===== config.mk =====
export PLATFORM = sky130hd
export DESIGN_NAME = expr_emitter
export DESIGN_NICKNAME = d
export VERILOG_FILES = /design/src/rtl/expr_emitter.sv
export SDC_FILE = /design/constraint.sdc
export NUM_CORES = 1
export LEC_CHECK = 0
export BUFFER_PORTS_ARGS = -buffer_cell sky130_fd_sc_hd__buf_2
export CAP_MARGIN = 15
export CELL_PAD_IN_SITES_DETAIL_PLACEMENT = 1
export CELL_PAD_IN_SITES_GLOBAL_PLACEMENT = 1
export CORE_MARGIN = 3
export CORE_UTILIZATION = 45
export DETAILED_ROUTE_END_ITERATION = 10
export GPL_TIMING_DRIVEN = 0
export PLACE_DENSITY = 0.83
export RECOVER_POWER = 50
export SLEW_MARGIN = 20
export SYNTH_ARGS = -nofsm -noshare
export SYNTH_HDL_FRONTEND = slang
export SYNTH_SLANG_ARGS = --single-unit

===== constraint.sdc =====
create_clock -name clk -period 3.1 [get_ports clk]
set_clock_uncertainty 0.1 [all_clocks]
set_input_delay 0.155 -clock clk [delete_from_list [all_inputs] [get_ports clk]]
set_output_delay 0.155 -clock clk [all_outputs]
set_load 0.02 [all_outputs]

===== src/rtl/expr_emitter.sv =====
// rtl/expr_emitter.sv - term FIFO plus serializer emitting "digit (op digit)*" ASCII
// Terms are buffered as {digit, op, last}; the FSM alternates digit and op characters.
module expr_emitter #(
   parameter int DEPTH = 8
) (
   input  logic       clk,
   input  logic       clr,
   input  logic       push,
   input  logic [3:0] push_digit,
   input  logic       push_op,
   input  logic       push_last,
   output logic       push_ready,
   output logic [7:0] out_data,
   output logic       out_valid,
   input  logic       out_ready,
   output logic       done,
   output logic       err
);

   localparam int AW = $clog2(DEPTH);
   localparam logic [AW:0] PTR_ONE = {{AW{1'b0}}, 1'b1};

   typedef enum logic [1:0] {
      S_IDLE = 2'd0,
      S_DIG  = 2'd1,
      S_OP   = 2'd2
   } state_t;

   logic [5:0]  r_mem [DEPTH];
   logic [AW:0] r_wptr;
   logic [AW:0] r_rptr;
   state_t      r_state;
   logic        r_pend_op;
   logic        r_final;
   logic [7:0]  r_out_data;
   logic        r_out_valid;
   logic        r_done;
   logic        r_err;

   logic        w_full;
   logic        w_empty;
   logic        w_accept;
   logic        w_slot;
   logic        w_xfer;
   logic [5:0]  w_head;

   // Extra pointer MSB distinguishes full from empty when the low bits match.
   assign w_full   = (r_wptr[AW] != r_rptr[AW]) && (r_wptr[AW-1:0] == r_rptr[AW-1:0]);
   assign w_empty  = (r_wptr == r_rptr);
   assign w_accept = push && !w_full && (push_digit <= 4'd9);
   assign w_slot   = !r_out_valid || out_ready;
   assign w_xfer   = r_out_valid && out_ready;
   assign w_head   = r_mem[r_rptr[AW-1:0]];

   assign push_ready = !w_full;
   assign out_data   = r_out_data;
   assign out_valid  = r_out_valid;
   assign done       = r_done;
   assign err        = r_err;

   always_ff @(posedge clk) begin
      if (!clr && w_accept) begin
         r_mem[r_wptr[AW-1:0]] <= {push_digit, push_op, push_last};
      end
   end

   always_ff @(posedge clk) begin
      if (clr) begin
         r_wptr      <= '0;
         r_rptr      <= '0;
         r_state     <= S_IDLE;
         r_pend_op   <= 1'b0;
         r_final     <= 1'b0;
         r_out_data  <= 8'h00;
         r_out_valid <= 1'b0;
         r_done      <= 1'b0;
         r_err       <= 1'b0;
      end else begin
         if (w_accept) begin
            r_wptr <= r_wptr + PTR_ONE;
         end
         if (push && !w_accept) begin
            r_err <= 1'b1;
         end

         // The final flag tracks the character in the output register; a newly
         // loaded final digit below re-arms it on the same edge.
         r_done <= 1'b0;
         if (w_xfer && r_final) begin
            r_done  <= 1'b1;
            r_final <= 1'b0;
         end

         unique case (r_state)
            S_IDLE, S_DIG: begin
               if (w_slot) begin
                  if (!w_empty) begin
                     r_out_data  <= 8'h30 + {4'h0, w_head[5:2]};
                     r_out_valid <= 1'b1;
                     r_rptr      <= r_rptr + PTR_ONE;
                     if (w_head[0]) begin
                        r_state <= S_IDLE;
                        r_final <= 1'b1;
                     end else begin
                        r_pend_op <= w_head[1];
                        r_state   <= S_OP;
                     end
                  end else begin
                     r_out_valid <= 1'b0;
                  end
               end
            end
            S_OP: begin
               if (w_slot) begin
                  r_out_data  <= r_pend_op ? 8'h2A : 8'h2B;
                  r_out_valid <= 1'b1;
                  r_state     <= S_DIG;
               end
            end
            default: begin
               r_state <= S_IDLE;
            end
         endcase
      end
   end

endmodule


==> results of run 1 <==
## critical path, cell delays in order
cell	delay (ns)
dlygate4sd3_1	0.53
clkbuf_1	0.19
o21ai_0	0.42
nand2_1	0.17
nor3_1	0.27
nand2b_1	0.18
nor2_1	0.62
## per-layer routing
layer	vias to the layer above	global-route usage
li1	799	-
met4	0	0.0652
met5	-	0
met1	833	0.219
met2	46	0.310
met3	10	0.0542
## power groups by stage
| stage | registers [uW] | clock network (uW) | logic, uW |
|---|---|---|---|
| final | 1160 | 892 | 573 |
| after detailed placement | 1180 | 0 | 584 |
| after global placement | 1170 | 0 | 567 |
| after CTS | 1160 | 913 | 606 |
| after floorplan | 1220 | 0 | 380 |
| after global routing | 1170 | 948 | 631 |
## worst min-delay path by stage
stage	cells after the start	start	to
2_1_floorplan	1	clr	out_valid
3_3_place_gp	2	clr	out_valid
3_5_place_dp	2	clr	done
4_1_cts	2	out_data[5]	out_data[5]
5_1_grt	2	out_data[5]	out_data[5]
6_report	2	out_data[5]	out_data[5]
## repair_timing
item,4_1_cts,5_1_grt
hold buffers,10,0
buffers inserted,0,0
hold endpoints to repair,51,0
## flip-flops by register name, summed over array words and instances (netlist names), named ones only
| signal | flops |
|---|---|
| r_mem | 48 |
| r_final | 1 |
| err | 1 |
| out_valid | 1 |
| out_data | 6 |
| r_pend_op | 1 |
| r_rptr | 4 |
| r_state | 2 |
| done | 1 |
| r_wptr | 4 |
## layout make-up
type	instances	area, um2
tap	75	93.8
inverter	3	11.3
buffer	10	56.3
sequential	72	1920
clock inverter	6	116
clock buffer	10	128
timing repair buffer	29	175
fill	606	2660
multi-input combinational	106	903
## synthesized netlist by cell type (all sizes together), types with 2 or more instances
| library cell | count |
|---|---|
| clkbuf | 4 |
| a22oi | 2 |
| a21oi | 5 |
| or3 | 2 |
| inv | 3 |
| ha | 2 |
| xor2 | 5 |
| nor4 | 2 |
| a211oi | 5 |
| xnor2 | 6 |
| nand2 | 7 |
| buf | 6 |
| nor3b | 3 |
| mux2i | 3 |
| mux2 | 3 |
| nand2b | 4 |
| nor2b | 2 |
| mux4 | 12 |
| nor2 | 25 |
| edfxtp | 48 |
| o21ai | 2 |
| dfxtp | 24 |
| nor3 | 5 |
| nand3 | 2 |
## stage by stage
stage / hold slack [ns] / instances / setup WS (ns) / util
finish: 0.383 / 311 / 0.445 / 0.562
global route: 0.420 / 311 / 0.233 / 0.562
CTS: 0.386 / 311 / 0.126 / 0.568
detailed placement: 0.305 / 285 / 0.206 / 0.511
global placement: 0.302 / 285 / 0.253 / 0.510
floorplan: 0.127 / 191 / 0.883 / -
## cell families after synthesis
logic type,count (synthesis),share of synthesized area
adders and majority gates,2,0.00863
DFF,72,0.663
buffers and inverters,13,0.0233
AOI/OAI and AO/OA,19,0.0548
xor gates and xnor gates,11,0.0332
muxes,18,0.126
and+or+nand+nor,54,0.0898
other,1,0.00129
==> results.json, run 1 <==
{
  "status": "complete, no violations",
  "synthArstFlopShare": 0,
  "met2_length_um": 3090,
  "yosysSeqAreaShare": 0.663,
  "timing.rr.start": "r_wptr[0]",
  "io_pins": 22,
  "hold_violations": 0,
  "critPathArrivalTime_ns": 2.53,
  "setup_tns_ns": 0,
  "p_sw_uw": 746,
  "swShare": 0.284,
  "rr_worst_depth": 6,
  "drc": 0,
  "synthCells": 190,
  "comb_power_share": 0.218,
  "r2r-end": "out_data[0]",
  "top_layer": "met4",
  "clk_latency_ns": 0.35,
  "worstMarginPinSlew_ns": 0.902,
  "avgSynthCellArea_um2": 15.3,
  "max_freq_mhz": 377,
  "die_area_um2": 7440,
  "setup_viol": 0,
  "design.core.area_um2": 6060,
  "place_area_um2": 3100,
  "critPathRequiredTime_ns": 2.98,
  "internal-power_uw": 1880,
  "grt_pass1_vias": 1782,
  "p_leak_uw": 0.00117,
  "h-tree-depth": 3,
  "met1Wirelength_um": 2560,
  "grt.overflow.total": 0,
  "gp_congestion": 0.730,
  "total_power_uw": 2630,
  "port_buffers": 19,
  "synth_cell_types": 37,
  "ant_nets": 0,
  "postCtsResizedCells": 0,
  "drtIter0Drc": 108,
  "nNetsFinal": 243,
  "syn_to_final_growth_pct": 17.5,
  "die_x_um": 86.2,
  "grt_pass1_wl_um": 9690,
  "cp-start-kind": "input port",
  "crit_type": "in2reg",
  "drtPass1Iterations": 4,
  "antenna_cells": 0,
  "ys_ff_latch": 72,
  "synthFlopType": "edfxtp_1",
  "maxCapViolations": 0,
  "r2r_setup_slack_ns": 0.51,
  "initial_utilization": 0.478,
  "power_density_nw_per_um2": 771,
  "dpl.hpwl_um": 3980,
  "cp-startpoint": "push_digit[1]",
  "finalWirelength_um": 6060,
  "clock_path_buffers": 2,
  "grtUsageTotal": 0.182,
  "met3_length_um": 310,
  "critical_path_peak_fanout": 9,
  "cp-endpoint": "r_mem[1][3]",
  "numCtsBuffers": 9,
  "vias": 1688,
  "synth-edff-count": 48,
  "worst_ir_drop_vdd_uv": 441,
  "synth_top_area_frac": 0.497,
  "root_buffer": "clkbuf_8",
  "clk_pin_slew_worst_paths_ns": 0.07,
  "fin_crit_ns": 2.66,
  "synth_top_area_cell": "edfxtp_1",
  "synthesis.area_um2": 2900,
  "p_seq_frac": 0.442,
  "final_cell_mix": "edfxtp_1 (48), nor2_1 (25), dfxtp_1 (24)",
  "via_per_inst": 5.43,
  "clock-sinks": 72,
  "timing.final.crit_share": 0.857,
  "synth_area_leaders": "edfxtp_1 (50%), dfxtp_1 (17%), mux4_1 (7.3%)",
  "drive_above_1_share": 0.153,
  "slew_headroom": 0.391,
  "hold_class": "reg2reg",
  "antenna_found_initial": 0,
  "chipHeight_um": 86.2,
  "cts_tree": "built",
  "rsz0062_at_grt": "false",
  "end_kind": "flop",
  "final_common_cell": "edfxtp_1",
  "clkPwrFrac": 0.340,
  "ys_warn_count": 0,
  "drv_slew": 0,
  "wl_per_cell_um": 19.5,
  "final_area_um2": 3410,
  "grt_max_degree": 14,
  "rows": 28
}
Power figures use the tool's default switching activity.
==> run 2, diff against run 1 <==
- ABC_AREA: unset -> 1
- CORE_UTILIZATION: 45 -> 46
- PLACE_DENSITY: 0.83 -> 0.89
==> run 2 against run 1 <==
Effect of this change: critical path depth up 2; register-to-register slack improved by 0.14 ns; fmax rose by 8.2%; critical endpoint is now r_mem[4][3]; sequential cell count did not move; largest cell class unchanged; sequential power rose by 4%; setup slack better by 0.20 ns; synthesized cell count increased by 68%; non-clock buffer count is 2 lower; die area grew 3.0%.
==> results.json, run 2 <==
{
  "cp-start-kind": "flop",
  "critical_path_peak_fanout": 7,
  "final_cell_mix": "nand2_1 (78), nor2_1 (51), edfxtp_1 (48)",
  "ys_ff_latch": 72,
  "synthCells": 319,
  "hold_violations": 0,
  "clock_path_buffers": 2,
  "drive_above_1_share": 0.0972,
  "chipHeight_um": 87.6,
  "largest_register_ffs": 48,
  "synth_area_leaders": "edfxtp_1 (47%), dfxtp_1 (16%), nand2_1 (9.3%)",
  "yosysMostFrequentCell": "nand2_1",
  "gp_congestion": 0.809,
  "synth_common_cells": "nand2_1 (76), nor2_1 (50), edfxtp_1 (48), nand3_1 (34)",
  "io_pins": 22,
  "port_buffers": 19,
  "wl_per_cell_um": 19.0,
  "end_kind": "flop",
  "setup_viol": 0,
  "setup_tns_ns": 0,
  "final_common_cell": "nand2_1",
  "synthesis.area_um2": 3060,
  "synth_cell_types": 28,
  "design.core.area_um2": 6390,
  "post_synth_and_or_nand_nor_area_fraction": 0.234,
  "nNetsFinal": 367,
  "drtPass1Iterations": 5,
  "synth-edff-count": 48,
  "grt_max_degree": 14,
  "synth_xor_area_frac": 0.00859,
  "initial_utilization": 0.479,
  "die_area_um2": 7670,
  "fin_crit_ns": 2.45,
  "grtUsageTotal": 0.231,
  "dpl.hpwl_um": 5570,
  "drv_slew": 0,
  "clk_pin_slew_worst_paths_ns": 0.08,
  "synth_compound_area_frac": 0.0577,
  "grt_pass1_vias": 2382,
  "finalWirelength_um": 8290,
  "synth_mux_area_frac": 0,
  "ant_nets": 0,
  "worstMarginPinSlew_ns": 0.770,
  "drtIter0Drc": 244,
  "postCtsResizedCells": 0,
  "critPathRequiredTime_ns": 2.97,
  "synthFlopType": "edfxtp_1",
  "synthArstFlopShare": 0,
  "rows": 29,
  "grt.overflow.total": 0,
  "syn_to_final_growth_pct": 13.4,
  "root_buffer": "clkbuf_8",
  "via_per_inst": 5.52,
  "clk_latency_ns": 0.34,
  "crit_type": "reg2reg",
  "vias": 2413,
  "yosysSeqAreaShare": 0.628,
  "synth_top_area_frac": 0.471,
  "slew_headroom": 0.485,
  "synth_top_family_by_area": "simple AND/OR/NAND/NOR gates",
  "numCtsBuffers": 9,
  "power_density_nw_per_um2": 875,
  "timing.final.crit_share": 0.791,
  "h-tree-depth": 3,
  "placedCellCount": 416,
  "hold_class": "in2reg",
  "synthAdderAreaFrac": 0.00818,
  "ys_warn_count": 0,
  "critPathArrivalTime_ns": 2.32,
  "p_leak_uw": 0.00137,
  "antenna_found_initial": 0,
  "status": "complete, no violations",
  "avgSynthCellArea_um2": 9.59,
  "worst_ir_drop_vdd_uv": 489,
  "max_freq_mhz": 408,
  "fin_cells": 437,
  "rsz0062_at_grt": "false",
  "maxCapViolations": 0,
  "grt_pass1_wl_um": 12800,
  "place_ws_ns": 0.876,
  "die_x_um": 87.6,
  "synth_top_area_cell": "edfxtp_1",
  "clock-sinks": 72,
  "setup_ws_ns": 0.647,
  "cts_tree": "built",
  "antenna_cells": 0,
  "total_power_uw": 3030,
  "drc": 0
}
[run 2: worst max-delay path: stages, from the launching register on]
cell	delay, ns
dfxtp_1	0.38
inv_1	0.14
nand2_1	0.09
nand2_1	0.09
nor2_1	0.09
nand4_1	0.16
nand2_1	0.19
inv_4	0.12
nand2_1	0.11
nor2_1	0.61
[run 2: metrics by stage]
| stage | util | hold slack (ns) | cell area (um2) |
|---|---|---|---|
| CTS | 0.551 | 0.00671 | 3520 |
| finish | 0.543 | 0.112 | 3470 |
| detailed placement | 0.510 | 0.311 | 3250 |
| global route | 0.543 | 0.123 | 3470 |
| global placement | 0.510 | 0.301 | 3250 |
| floorplan | - | 0.154 | 3060 |
[run 2: final cells by class]
cell class              count  area [um2]
flip-flops and latches     72        1920
well taps                  77        96.3
inverters                  27         104
clock buffers              12         166
multi-input cells         208         920
fillers                   752        2920
repair buffers             24         125
clock inverters             4        50.0
plain buffers              13        85.1
[run 2: repair_timing]
action | 4_1_cts | 5_1_grt
hold buffers | 5 | 0
setup buffers | 0 | 0
hold endpoints to repair | 26 | 0
[run 2: worst paths after layout]
| path | from | to | slack (ns) | depth (start not counted) |
|---|---|---|---|---|
| max | r_wptr[1] | r_mem[4][3] | 0.65 | 9 |
| min | push_digit[1] | r_mem[6][3] | 0.11 | 1 |
| max reg2reg | r_wptr[1] | r_mem[4][3] | 0.65 | 9 |
| min reg2reg | r_final | done | 0.35 | 2 |
[run 2: logic make-up (layout without fill, tap and decap cells)]
logic type / count (synthesis) / in the layout
adder cells (fa/ha/maj): 2 / 2
flip-flops: 72 / 72
AO/OA/AOI/OAI: 33 / 33
other: 1 / 2
XOR/XNOR: 3 / 3
AND/OR/NAND/NOR: 168 / 168
buffers and inverters: 40 / 80
[run 2: power breakdown]
part / switching [uW] / leakage, uW / total, uW / internal, uW
clock: 362 / 0.000112 / 806 / 444
combinational: 716 / 0.000629 / 1020 / 307
sequential: 80.8 / 0.000630 / 1210 / 1120
total: 1160 / 0.00137 / 3030 / 1880
[run 2: metal layers]
layer | vias up | part of all wire | track usage
met4 | 0 | 0.030 | 0.102
li1 | 1121 | - | -
met1 | 1192 | 0.42 | 0.294
met5 | - | 0 | 0
met3 | 20 | 0.049 | 0.0442
met2 | 80 | 0.50 | 0.384
